===== config.mk =====
export PLATFORM = sky130hd
export DESIGN_NAME = spi_byte_recv
export DESIGN_NICKNAME = d
export VERILOG_FILES = /design/src/rtl/spi_byte_recv.sv
export SDC_FILE = /design/constraint.sdc
export NUM_CORES = 1
export LEC_CHECK = 0
export ABC_AREA = 1
export BUFFER_PORTS_ARGS = -buffer_cell sky130_fd_sc_hd__buf_2
export CAP_MARGIN = 20
export CORE_UTILIZATION = 54
export CTS_CLUSTER_DIAMETER = 150
export CTS_CLUSTER_SIZE = 30
export DETAILED_ROUTE_END_ITERATION = 16
export PLACE_DENSITY = 0.76
export SYNTH_ARGS = -nofsm -noshare
export SYNTH_HDL_FRONTEND = slang
export SYNTH_SLANG_ARGS = --single-unit

===== constraint.sdc =====
create_clock -name clk -period 1.6 [get_ports clk]
set_input_delay 0.32 -clock clk [delete_from_list [all_inputs] [get_ports clk]]
set_output_delay 0.32 -clock clk [all_outputs]
set_load 0.01 [all_outputs]

===== src/rtl/spi_byte_recv.sv =====
// Mode-0 SPI byte receiver: synchronizes the SPI pins into clk, shifts bits in MSB-first
// on rising sclk and hands each completed byte to the consumer on a valid/ack register.
module spi_byte_recv #(
   parameter int SYNC_STAGES = 2
) (
   input  logic       clk,
   input  logic       rst,
   input  logic       spi_sclk,
   input  logic       spi_sdi,
   input  logic       spi_cs_n,
   input  logic       ack,
   input  logic       ovr_clr,
   output logic [7:0] data,
   output logic       valid,
   output logic       busy,
   output logic       frame_end,
   output logic       frame_err,
   output logic       overrun
);

   typedef enum logic {IDLE = 1'b0, ACTIVE = 1'b1} state_t;

   state_t state, state_nxt;

   logic [SYNC_STAGES-1:0] sclk_sync, sdi_sync, cs_sync;
   logic [SYNC_STAGES-1:0] primed;
   logic                   sclk_prev, cs_prev;
   logic                   sclk_s, sdi_s, cs_s;
   logic                   sclk_rise, cs_fall, cs_rise;
   logic                   armed;
   logic [2:0]             bit_cnt;
   logic [7:0]             shift_q;
   logic [7:0]             byte_nxt;

   logic start_frame, shift_en, end_frame, byte_done;

   always_ff @(posedge clk) begin
      if (rst) begin
         sclk_sync <= '0;
         sdi_sync  <= '1;
         cs_sync   <= '1;
         sclk_prev <= 1'b0;
         cs_prev   <= 1'b1;
         primed    <= '0;
      end else begin
         sclk_sync <= {sclk_sync[SYNC_STAGES-2:0], spi_sclk};
         sdi_sync  <= {sdi_sync[SYNC_STAGES-2:0], spi_sdi};
         cs_sync   <= {cs_sync[SYNC_STAGES-2:0], spi_cs_n};
         sclk_prev <= sclk_s;
         cs_prev   <= cs_s;
         primed    <= {primed[SYNC_STAGES-2:0], 1'b1};
      end
   end

   assign sclk_s    = sclk_sync[SYNC_STAGES-1];
   assign sdi_s     = sdi_sync[SYNC_STAGES-1];
   assign cs_s      = cs_sync[SYNC_STAGES-1];
   assign sclk_rise = sclk_s & ~sclk_prev;
   assign cs_fall   = ~cs_s & cs_prev;
   assign cs_rise   = cs_s & ~cs_prev;

   // The synchronizers hold their idle reset values for a few cycles after reset, so
   // arming waits until they carry real pin samples; a low cs_n at reset is never armed.
   always_ff @(posedge clk) begin
      if (rst)                             armed <= 1'b0;
      else if (primed[SYNC_STAGES-1] && cs_s) armed <= 1'b1;
   end

   always_ff @(posedge clk) begin
      if (rst) state <= IDLE;
      else     state <= state_nxt;
   end

   always_comb begin
      state_nxt = state;
      case (state)
         IDLE:    if (cs_fall && armed) state_nxt = ACTIVE;
         ACTIVE:  if (cs_rise)          state_nxt = IDLE;
         default: state_nxt = IDLE;
      endcase
   end

   always_comb begin
      busy        = (state == ACTIVE);
      start_frame = (state == IDLE) && cs_fall && armed;
      end_frame   = (state == ACTIVE) && cs_rise;
      shift_en    = (state == ACTIVE) && sclk_rise && !cs_rise;
      byte_done   = shift_en && (bit_cnt == 3'd7);
   end

   assign byte_nxt = {shift_q[6:0], sdi_s};

   always_ff @(posedge clk) begin
      if (rst) begin
         bit_cnt <= 3'd0;
         shift_q <= 8'h00;
      end else if (start_frame || end_frame) begin
         bit_cnt <= 3'd0;
         shift_q <= 8'h00;
      end else if (shift_en) begin
         bit_cnt <= bit_cnt + 3'd1;
         shift_q <= byte_nxt;
      end
   end

   // Handshake: valid holds data until the consumer raises ack while valid=1; a byte
   // completing in the ack cycle replaces data directly, otherwise it is dropped as overrun.
   always_ff @(posedge clk) begin
      if (rst) begin
         data    <= 8'h00;
         valid   <= 1'b0;
         overrun <= 1'b0;
      end else begin
         if (byte_done) begin
            if (!valid || ack) begin
               data  <= byte_nxt;
               valid <= 1'b1;
            end
         end else if (valid && ack) begin
            valid <= 1'b0;
         end
         if (byte_done && valid && !ack) overrun <= 1'b1;
         else if (ovr_clr)               overrun <= 1'b0;
      end
   end

   always_ff @(posedge clk) begin
      if (rst) begin
         frame_end <= 1'b0;
         frame_err <= 1'b0;
      end else begin
         frame_end <= end_frame;
         frame_err <= end_frame && (bit_cnt != 3'd0);
      end
   end

endmodule


# Word level (Yosys, flattened, before mapping)
# Cells that the tools add are included.
# classes
reduce_logical	23
n_addsub	1
mux	9
bitwise_logic	7
eq_ne	2
# ops
op	n
logical AND 1 bit	12
two-way mux 1 bit	8
inverter 1 bit	4
AND reduction 2 bit	2
nonzero test 2 bit	2
adder 3 x 1 -> 3 bit, second input constant	1
AND 1 bit	3
== test 3 bit, second input constant	1
logical NOT 1 bit	3
nonzero test 3 bit	1
logical OR 1 bit	2
inequality test 2 x 1 -> 1 bit, second input constant	1
one-hot mux 1 bit (2 select lines)	1
OR reduction 2 bit	1
# word_totals
out_inout_bits	13
in_bits	7
ff_bits	34

# Logic depth before layout (Yosys ltp)
# Gate-level depths: netlist (run 1).
# depth
depth_word	8
mapped_depth	8
ltp_nobuf	7

# Worst setup path before layout (run 1)
# Ideal clock, no wire load.
# synth_path
path_type	reg2reg
from	register bit_cnt[0]
to	register data[0]
period_less_slack_ps	1169
setup_slack_ps	431
path_buffers	1
arrival_ps	1059
path_stages_with_launch	8
cell_sequence	dfxtp_1 > ha_1 > ha_1 > buf_2 > nand3_4 > nand2_1 > inv_1 > nor2_1
# synth_between
elab_chain_cells	3
# synth_rtl
element	line_no	source
start, declared	31	logic [2:0] bit_cnt;
start signal, assigned	101	bit_cnt <= bit_cnt + 3'd1;
== test 3 bit	88	byte_done = shift_en && (bit_cnt == 3'd7);
logical AND 1 bit	88	
AND reduction 2 bit (no source line)	-	
end signal, assigned	116	data <= byte_nxt;
end, declared	13	output logic [7:0] data,
# No other way between the ends.
# A chain may end at the register's enable or synchronous reset.

# Final worst setup path (run 1)
# layout_path
from	register state (netlist: busy)
to	register shift_q[6]
# layout_between
elab_chain_cells	5
# layout_rtl
element	line_no	source
start, declared	23	state_t state, state_nxt;
start signal, assigned	71	else state <= state_nxt;
inverter 1 bit	-	
logical AND 1 bit (2 in series)	85	start_frame = (state == IDLE) && cs_fall && armed;
logical OR 1 bit	97	end else if (start_frame || end_frame) begin
OR reduction 2 bit (no source line)	-	
end signal, assigned	102	shift_q <= byte_nxt;
end, declared	32	logic [7:0] shift_q;
# Parallel ways exist; a longest one is shown, timed or not.

==> impl_metrics.toml, run 1 <==
[status]
status = "finished clean"

[global_route]
grt_pass1_wl_um = 3781
grt_start_max_net_pins = 14
grt_pass1_vias = 924
antenna_found_initial = 0
grt_usage = 0.2021
grt-ovfl-total = 0

[route]
drt-initial-drc-count = 15
drc = 0
dr.pass1.iters = 4
post_drt_via_cell_ratio = 4.638
ant_nets = 0
vias = 1039
wire_per_inst_um = 9.875
drt_wl_total_um = 2212

[placement]
port_buffers = 19
place_congestion = 0.7934
dp_hpwl_um = 1589
dp.cells = 216

[synth]
synthesis.nets = 181
synthFlopType = "dfxtp_1"
syn_area_sq_um = 1316
synthXorXnorAreaFrac = 0
ys_top_cells_by_area = "dfxtp_1 (52%), nand2_1 (11%), inv_1 (10%)"
ys_ff_latch = 34
synth.avg_cell_area_sq_um = 7.697
ys_top_cells_by_count = "nand2_1 (40), inv_1 (36), dfxtp_1 (34)"
yosysSeqAreaShare = 0.5171
synth-simple-area-share = 0.2624
ys_warn_count = 0
synth_top_family_by_area = "simple AND/OR/NAND/NOR gates"
synth_compound_area_frac = 0.05894
synth_fa_ha_area_frac = 0.02852
synth-edff-count = 0
synth_async_sr_flop_share = 0
synthMuxAreaShare = 0
synth_cells = 171
synth_top_area_share = 0.5171
yosys.area.top_type = "dfxtp_1"
synth_cell_types = 19
yosysMostFrequentCell = "nand2_1"

[die]
core_sq_um = 2255
die_area_sq_um = 2639
die_w_um = 51.37
initial_utilization = 0.5838
io-pin-count = 20
die_h_um = 51.37
rows = 17

[finish]
layout-drive-gt1-share = 0.2041
areaGrowthSynthToFinish_pct = 17.87
final_core_util = 0.6881
fin_cells = 224
final_nets = 205
antennaDiodeCount = 0

[timing]
max_freq_mhz = 707.3
finalSetupViolations = 0
finalCritPeriodShare = 0.8836
finalMaxSlewViolations = 0
rsz0062_at_grt = "no"
slew_headroom = 0.7264
tightest_slew_ns = 0.4104
finClkSkew_ns = 0.008665
post-route-min-period_ns = 1.414
setup_tns_ns = 0
hold_violations = 0

[clock_network]
cts_setup_buffers = 0
clockBufferDepth = 2
clock-sinks = 34
cts.reportedPaths.clkPinSlew_ns = 0.10
cts_buffers = 5
h-tree-depth = 2
tritoncts = "built"
post_cts_resized = 0
cts-root-buf = "clkbuf_4"
clk_latency_ns = 0.33
ctsHoldBuffers = 0

[worst_hold_path]
whs_path_depth = 2
min_path_type = "in -> reg"
hold_start = "spi_cs_n"
hold_path_end = "cs_sync[0]"

[critical_path]
timing.critical_path.cells = "nand3_2 -> nor2_4 -> clkinv_1 -> nand2_1 -> a21oi_1"
cpPeakStageDelay_ns = 0.41
r2r-end = "shift_q[6]"
crit_arrival_ns = 1.62
r2r-start = "busy"
crit_slowest_cell = "dfxtp_1"
path_class = "reg -> reg"
endpoint_kind = "register"
crit_path_start = "busy"
cp_max_fo = 11
rrSetupSlack_ns = 0.19
required_ns = 1.81
r2r_cells = 5
worstSetupStartpointType = "register"

[pwr]
peakVddDrop_uv = 905.9
powerDensity_nw_per_um2 = 1107
p_leak_nw = 0.7069

[run]
drv_cap = 0
cells by family (layout without fill, tap and decap cells):
logic type               count (synthesis)  count (layout)
AO/OA/AOI/OAI                           15              15
AND/OR/NAND/NOR                         75              75
flip-flops                              34              34
buffers and inverters                   44              69
adder cells (fa/ha/maj)                  3               3
flip-flops by register name, indices dropped and copies added (netlist names), 2 cells and up:
name       cells
bit_cnt        3
primed         2
data           8
sclk_sync      2
sdi_sync       2
shift_q        7
cs_sync        2
critical path, delay by kind of cell (launching register included):
family,cells,cell delay (ns)
DFF,1,0.41
AOI/OAI and AO/OA,1,0.06
buffers and inverters,1,0.31
and+or+nand+nor,3,0.51
cell usage in the layout, fill, tap and decap left out, drive strengths merged, types with 4 or more instances in the layout:
cell    synthesis  final
nand3           5      5
nand2          40     40
clkbuf          2      6
nand4           8      8
buf             3     22
or2             4      4
nor2           18     18
a21oi          14     14
inv            38     38
dfxtp          34     34
worst max path at each step:
stage	slack (ns)	to
floorplan	0.43	data[0]
global placement	0.28	shift_q[5]
detailed placement	0.20	shift_q[6]
CTS	0.17	shift_q[6]
global route	0.05	shift_q[4]
finish	0.19	shift_q[6]
per-layer routing:
layer,up-vias,part of all wire,GRT usage
met2,29,0.47,0.3225
met4,0,0.020,0.1081
met5,-,0,0
met1,445,0.45,0.2239
met3,6,0.059,0.08929
li1,559,-,-
through the flow:
stage,total power [mW],hold WS [ns],setup WS [ns],area [sq um]
after global placement,0.9284,0.3901,0.2839,1440
after CTS,1.736,0.1516,0.1678,1551
final,1.717,0.1631,0.1862,1551
after floorplan,0.9117,0.3883,0.4315,1316
after detailed placement,0.9300,0.3960,0.1998,1440
after global routing,1.782,0.1417,0.04941,1551
where the power goes:
group	total [mW]	switching [mW]	internal (mW)
Clock	0.805	0.276	0.529
Combinational	0.0460	0.0264	0.0196
Sequential	0.866	0.00675	0.859
layout make-up:
cell class	count	area (sq um)
Clock buffer	6	51.30
Clock inverter	2	60.06
Fill cell	200	703.2
Inverter	39	146.4
Multi-Input combinational cell	93	460.4
Sequential cell	34	680.7
Tap cell	28	35.03
Timing Repair Buffer	22	117.6
(Power assumes the default switching activity.)
==> run 2: changes to the inputs <==
ABC_AREA = 0   (was 1)
GPL_ROUTABILITY_DRIVEN = 0   (was unset)
==> impl_metrics.toml, run 2 <==
[status]
status = "finished clean"

[clock_network]
h-tree-depth = 2
cts.reportedPaths.clkPinSlew_ns = 0.09
clk_latency_ns = 0.33
cts_buffers = 5
post_cts_resized = 0
tritoncts = "built"
clock-sinks = 34
cts-root-buf = "clkbuf_4"
clockBufferDepth = 2

[global_route]
antenna_found_initial = 0
grt-ovfl-total = 0
grt_start_max_net_pins = 25
grt_pass1_vias = 988
grt_pass1_wl_um = 4202
grt_usage = 0.2198

[finish]
n_fill_cell = 195
final_common_cell = "dfxtp_1"
areaGrowthSynthToFinish_pct = 10.54
antennaDiodeCount = 0
largest_register_ffs = 8
top_register = "data"
layout-drive-gt1-share = 0.2848
largestRegisters = "data: 8 flops, shift_q: 7 flops, bit_cnt: 3 flops"
multiInputGateArea_sq_um = 591.8
final_nets = 168
seqCellArea_sq_um = 680.7
final_core_util = 0.6514
design_area_sq_um = 1496
mostFrequentLayoutCells = "dfxtp_1 (34), buf_2 (19), nand3_1 (11), o21ai_0 (11), a21oi_1 (11)"

[critical_path]
timing.critical_path.cells = "ha_1 -> ha_1 -> and4b_1 -> nand4_1 -> a21oi_1"
r2r-start = "bit_cnt[1]"
cpPeakStageDelay_ns = 0.36
worstSetupStartpointType = "register"
crit_buf_inv = 0
crit_arrival_ns = 1.69
path_delay_family = "simple AND/OR/NAND/NOR gates"
cp_max_fo = 8
crit_path_start = "bit_cnt[1]"
cp_common_cell = "ha_1"
path_class = "reg -> reg"
required_ns = 1.86
endpoint_kind = "register"
crit_slowest_cell = "dfxtp_1"

[worst_hold_path]
min_path_type = "in -> reg"
hold_start = "spi_sdi"

[synth]
ys_ff_latch = 34
synth_cell_types = 27
ys_warn_count = 0
synthXorXnorAreaFrac = 0
synth.avg_cell_area_sq_um = 9.740
yosys.area.top_type = "dfxtp_1"
synth_top_family_by_area = "simple AND/OR/NAND/NOR gates"
synth_fa_ha_area_frac = 0.02773
synth-simple-area-share = 0.2061
synth_async_sr_flop_share = 0
syn_area_sq_um = 1354
synthesis.nets = 149
synth_top_area_share = 0.5028
yosysMostFrequentCell = "dfxtp_1"
yosysSeqAreaShare = 0.5028
synthMuxAreaShare = 0
ys_top_cells_by_area = "dfxtp_1 (50%), a21oi_2 (6.5%), o31ai_1 (5.0%)"
synth_cells = 139
synth-edff-count = 0
synthFlopType = "dfxtp_1"
ys_top_cells_by_count = "dfxtp_1 (34), a21oi_1 (11), nand3_1 (11), o21ai_0 (11), a21oi_2 (10)"
synth_compound_area_frac = 0.2033

[route]
dr.pass1.iters = 4
ant_nets = 0
wire_per_inst_um = 13.13
drt_wl_total_um = 2443
drt-initial-drc-count = 24
drc = 0
post_drt_via_cell_ratio = 5.742
vias = 1068

[placement]
dp_hpwl_um = 1709
port_buffers = 19
placed_area_sq_um = 1444

[run]
drv_cap = 0

[timing]
hold_violations = 0
rsz0062_at_grt = "no"
slew_headroom = 0.6069
finClkSkew_ns = 0.008968
tightest_slew_ns = 0.5895
max_freq_mhz = 703.1
setup_tns_ns = 0
finalCritPeriodShare = 0.8889
post-route-min-period_ns = 1.422
finalMaxSlewViolations = 0
finalSetupViolations = 0
fin_hold_ws_ns = 0.1708

[die]
die_h_um = 52.07
die_w_um = 52.07
rows = 17
initial_utilization = 0.5893
io-pin-count = 20
core_sq_um = 2297
die_area_sq_um = 2711

[pwr]
p_total_mw = 1.339
peakVddDrop_uv = 619.3
p_leak_nw = 0.5607
powerDensity_nw_per_um2 = 895.1
run 2: area by class of cell:
cell class / count / area share
sequential: 34 / 0.4548
multi-input combinational: 90 / 0.3955
timing repair buffer: 24 / 0.08863
clock buffer: 7 / 0.03010
tap: 28 / 0.02341
inverter: 3 / 0.007525
run 2: worst paths after layout:
kind	end	slack [ns]	cells after the start
setup / recovery	data[5]	0.18	5
hold / removal	sdi_sync[0]	0.17	2
setup reg to reg	data[5]	0.18	5
hold reg to reg	cs_sync[1]	0.41	1
run 2: cell families (layout without fill, tap and decap cells):
group	Yosys count	after routing
buffers and inverters	15	34
and+or+nand+nor	45	45
adders and majority gates	3	3
AOI/OAI and AO/OA	42	42
DFF	34	34
run 2: routing by layer:
layer  vias to the layer above  wire (um)  track usage
met5                         -          0            0
met4                         0         67       0.1667
met3                         7         96      0.05263
met2                        30       1061       0.3141
met1                       500       1218       0.2818
li1                        531          -            -
run 2: timing repair:
| action | in CTS | in global routing |
|---|---|---|
| hold buffers | 0 | 0 |
| endpoints found under the setup margin | 0 | 8 |
| hold endpoints to repair | 0 | 0 |
| setup buffers | 0 | 1 |
run 2: report_power, final:
| part | internal, mW | total (mW) | leakage [nW] | switching (mW) |
|---|---|---|---|---|
| Combinational | 0.0219 | 0.0514 | 0.259 | 0.0295 |
| Clock | 0.165 | 0.421 | 0.0254 | 0.256 |
| Sequential | 0.859 | 0.867 | 0.276 | 0.00793 |
| Total | 1.05 | 1.34 | 0.561 | 0.293 |
run 2: per-stage QoR:
step / setup WS (ns) / instances
after floorplan: 0.2830 / 139
after CTS: 0.04774 / 185
after global placement: 0.1614 / 178
after global routing: 0.03955 / 186
final: 0.1778 / 186
after detailed placement: 0.06223 / 178
==> run 3: changes to the inputs <==
CORE_UTILIZATION = 58   (was 54)
CTS_BUF_LIST = sky130_fd_sc_hd__clkbuf_2 sky130_fd_sc_hd__clkbuf_4 sky130_fd_sc_hd__clkbuf_8   (was unset)
PLACE_DENSITY = 0.81   (was 0.76)
==> impl_metrics.toml, run 3 (synthesis gave the netlist of run 2 again) <==
[status]
status = "finished clean"

[placement]
port_buffers = 19
placed_area_sq_um = 1451
dp_hpwl_um = 1899

[route]
wire_per_inst_um = 13.81
drt-initial-drc-count = 37
drc = 0
dr.pass1.iters = 4
post_drt_via_cell_ratio = 5.729
vias = 1077
ant_nets = 0
drt_wl_total_um = 2596

[clock_network]
clockBufferDepth = 2
ctsHoldBuffers = 0
clk_latency_ns = 0.33
h-tree-depth = 2
clock-sinks = 34
cts.reportedPaths.clkPinSlew_ns = 0.10
cts_buffers = 5
cts-root-buf = "clkbuf_4"
tritoncts = "built"

[timing]
tightest_slew_ns = 0.6025
slew_headroom = 0.5975
setup_tns_ns = 0
finalSetupViolations = 0
rsz0062_at_grt = "no"
max_freq_mhz = 681.1
finalCritPeriodShare = 0.9177
finClkSkew_ns = 0.009515
post-route-min-period_ns = 1.468
hold_violations = 0
finalMaxSlewViolations = 0

[finish]
layout-drive-gt1-share = 0.3125
antennaDiodeCount = 0
mostFrequentLayoutCells = "dfxtp_1 (34), buf_2 (19), nand3_1 (11), o21ai_0 (11), a21oi_1 (11)"
top_register = "data"
final_nets = 169
largest_register_ffs = 8
design_area_sq_um = 1546
final_common_cell = "dfxtp_1"
largestRegisters = "data: 8 flops, shift_q: 7 flops, bit_cnt: 3 flops"
areaGrowthSynthToFinish_pct = 14.23

[die]
rows = 17
die_h_um = 50.31
die_area_sq_um = 2531
io-pin-count = 20
die_w_um = 50.31
core_sq_um = 2212
initial_utilization = 0.6120

[critical_path]
path_class = "reg -> reg"
r2r-start = "bit_cnt[0]"
required_ns = 1.83
cp_max_fo = 8
endpoint_kind = "register"
crit_arrival_ns = 1.69
worstSetupStartpointType = "register"
crit_path_start = "bit_cnt[0]"

[worst_hold_path]
min_path_type = "in -> reg"
hold_start = "spi_sdi"

[global_route]
grt_pass1_vias = 949
grt_start_max_net_pins = 20
grt-ovfl-total = 0
grt_usage = 0.2348
grt_pass1_wl_um = 4257
antenna_found_initial = 0

[pwr]
powerDensity_nw_per_um2 = 998.7
p_leak_nw = 0.5819
peakVddDrop_uv = 882.5

[run]
drv_cap = 0
## run 3: cell types whose count changed in the layout (fill, tap and decap cells not counted), sizes merged
cell,change
bufinv,+1
buf,+1
clkbuf,-1
clkinvlp,+1
## run 3: cell type report
class | instances | area [sq um]
Multi-Input combinational cell | 90 | 596.8
Sequential cell | 34 | 680.7
Clock buffer | 6 | 45.04
Timing Repair Buffer | 25 | 140.1
Fill cell | 191 | 665.6
Tap cell | 28 | 35.03
Clock inverter | 2 | 37.54
Inverter | 3 | 11.26
## run 3: critical path, stage by stage, from the launching register on
cell      delay, ns
dfxtp_1        0.38
ha_1           0.16
ha_1           0.19
nand4b_1       0.11
buf_4          0.18
o31ai_1        0.24
a21oi_1        0.11
## run 3: what timing repair did
action | 4_1_cts | 5_1_grt
resized for setup | 0 | 1
setup buffers | 0 | 1
endpoints found under the setup margin | 0 | 8
## run 3: worst paths after layout
kind | end | slack [ns] | cells after the start
worst max-delay path | data[6] | 0.13 | 6
worst min-delay path | sdi_sync[0] | 0.16 | 2
worst max register to register | data[6] | 0.13 | 6
worst min register to register | cs_sync[1] | 0.42 | 1
## run 3: report_power, final
group,internal (mW),switching [mW]
clock network,0.346,0.280
registers,0.859,0.00744
logic,0.0227,0.0290
## run 3: layer usage
metal  GRT usage  part of all wire  wire length, um
met1      0.2705              0.45             1169
met2      0.3822              0.49             1266
met3     0.08788             0.052              134
met4      0.1111             0.010               26
met5           0                 0                0
## run 3: stage by stage
| stage | std cells | power [mW] | worst slack (ns) | hold slack (ns) | utilization |
|---|---|---|---|---|---|
| after floorplan | 139 | 0.9242 | 0.2830 | 0.3895 | - |
| after global placement | 179 | 0.9357 | 0.1277 | 0.3939 | 0.6561 |
| after detailed placement | 179 | 0.9385 | 0.01035 | 0.4032 | 0.6561 |
| after CTS | 187 | 1.557 | 0.001899 | 0.1478 | 0.6934 |
| after global routing | 188 | 1.603 | 0.06467 | 0.1456 | 0.6991 |
| final | 188 | 1.544 | 0.1317 | 0.1618 | 0.6991 |
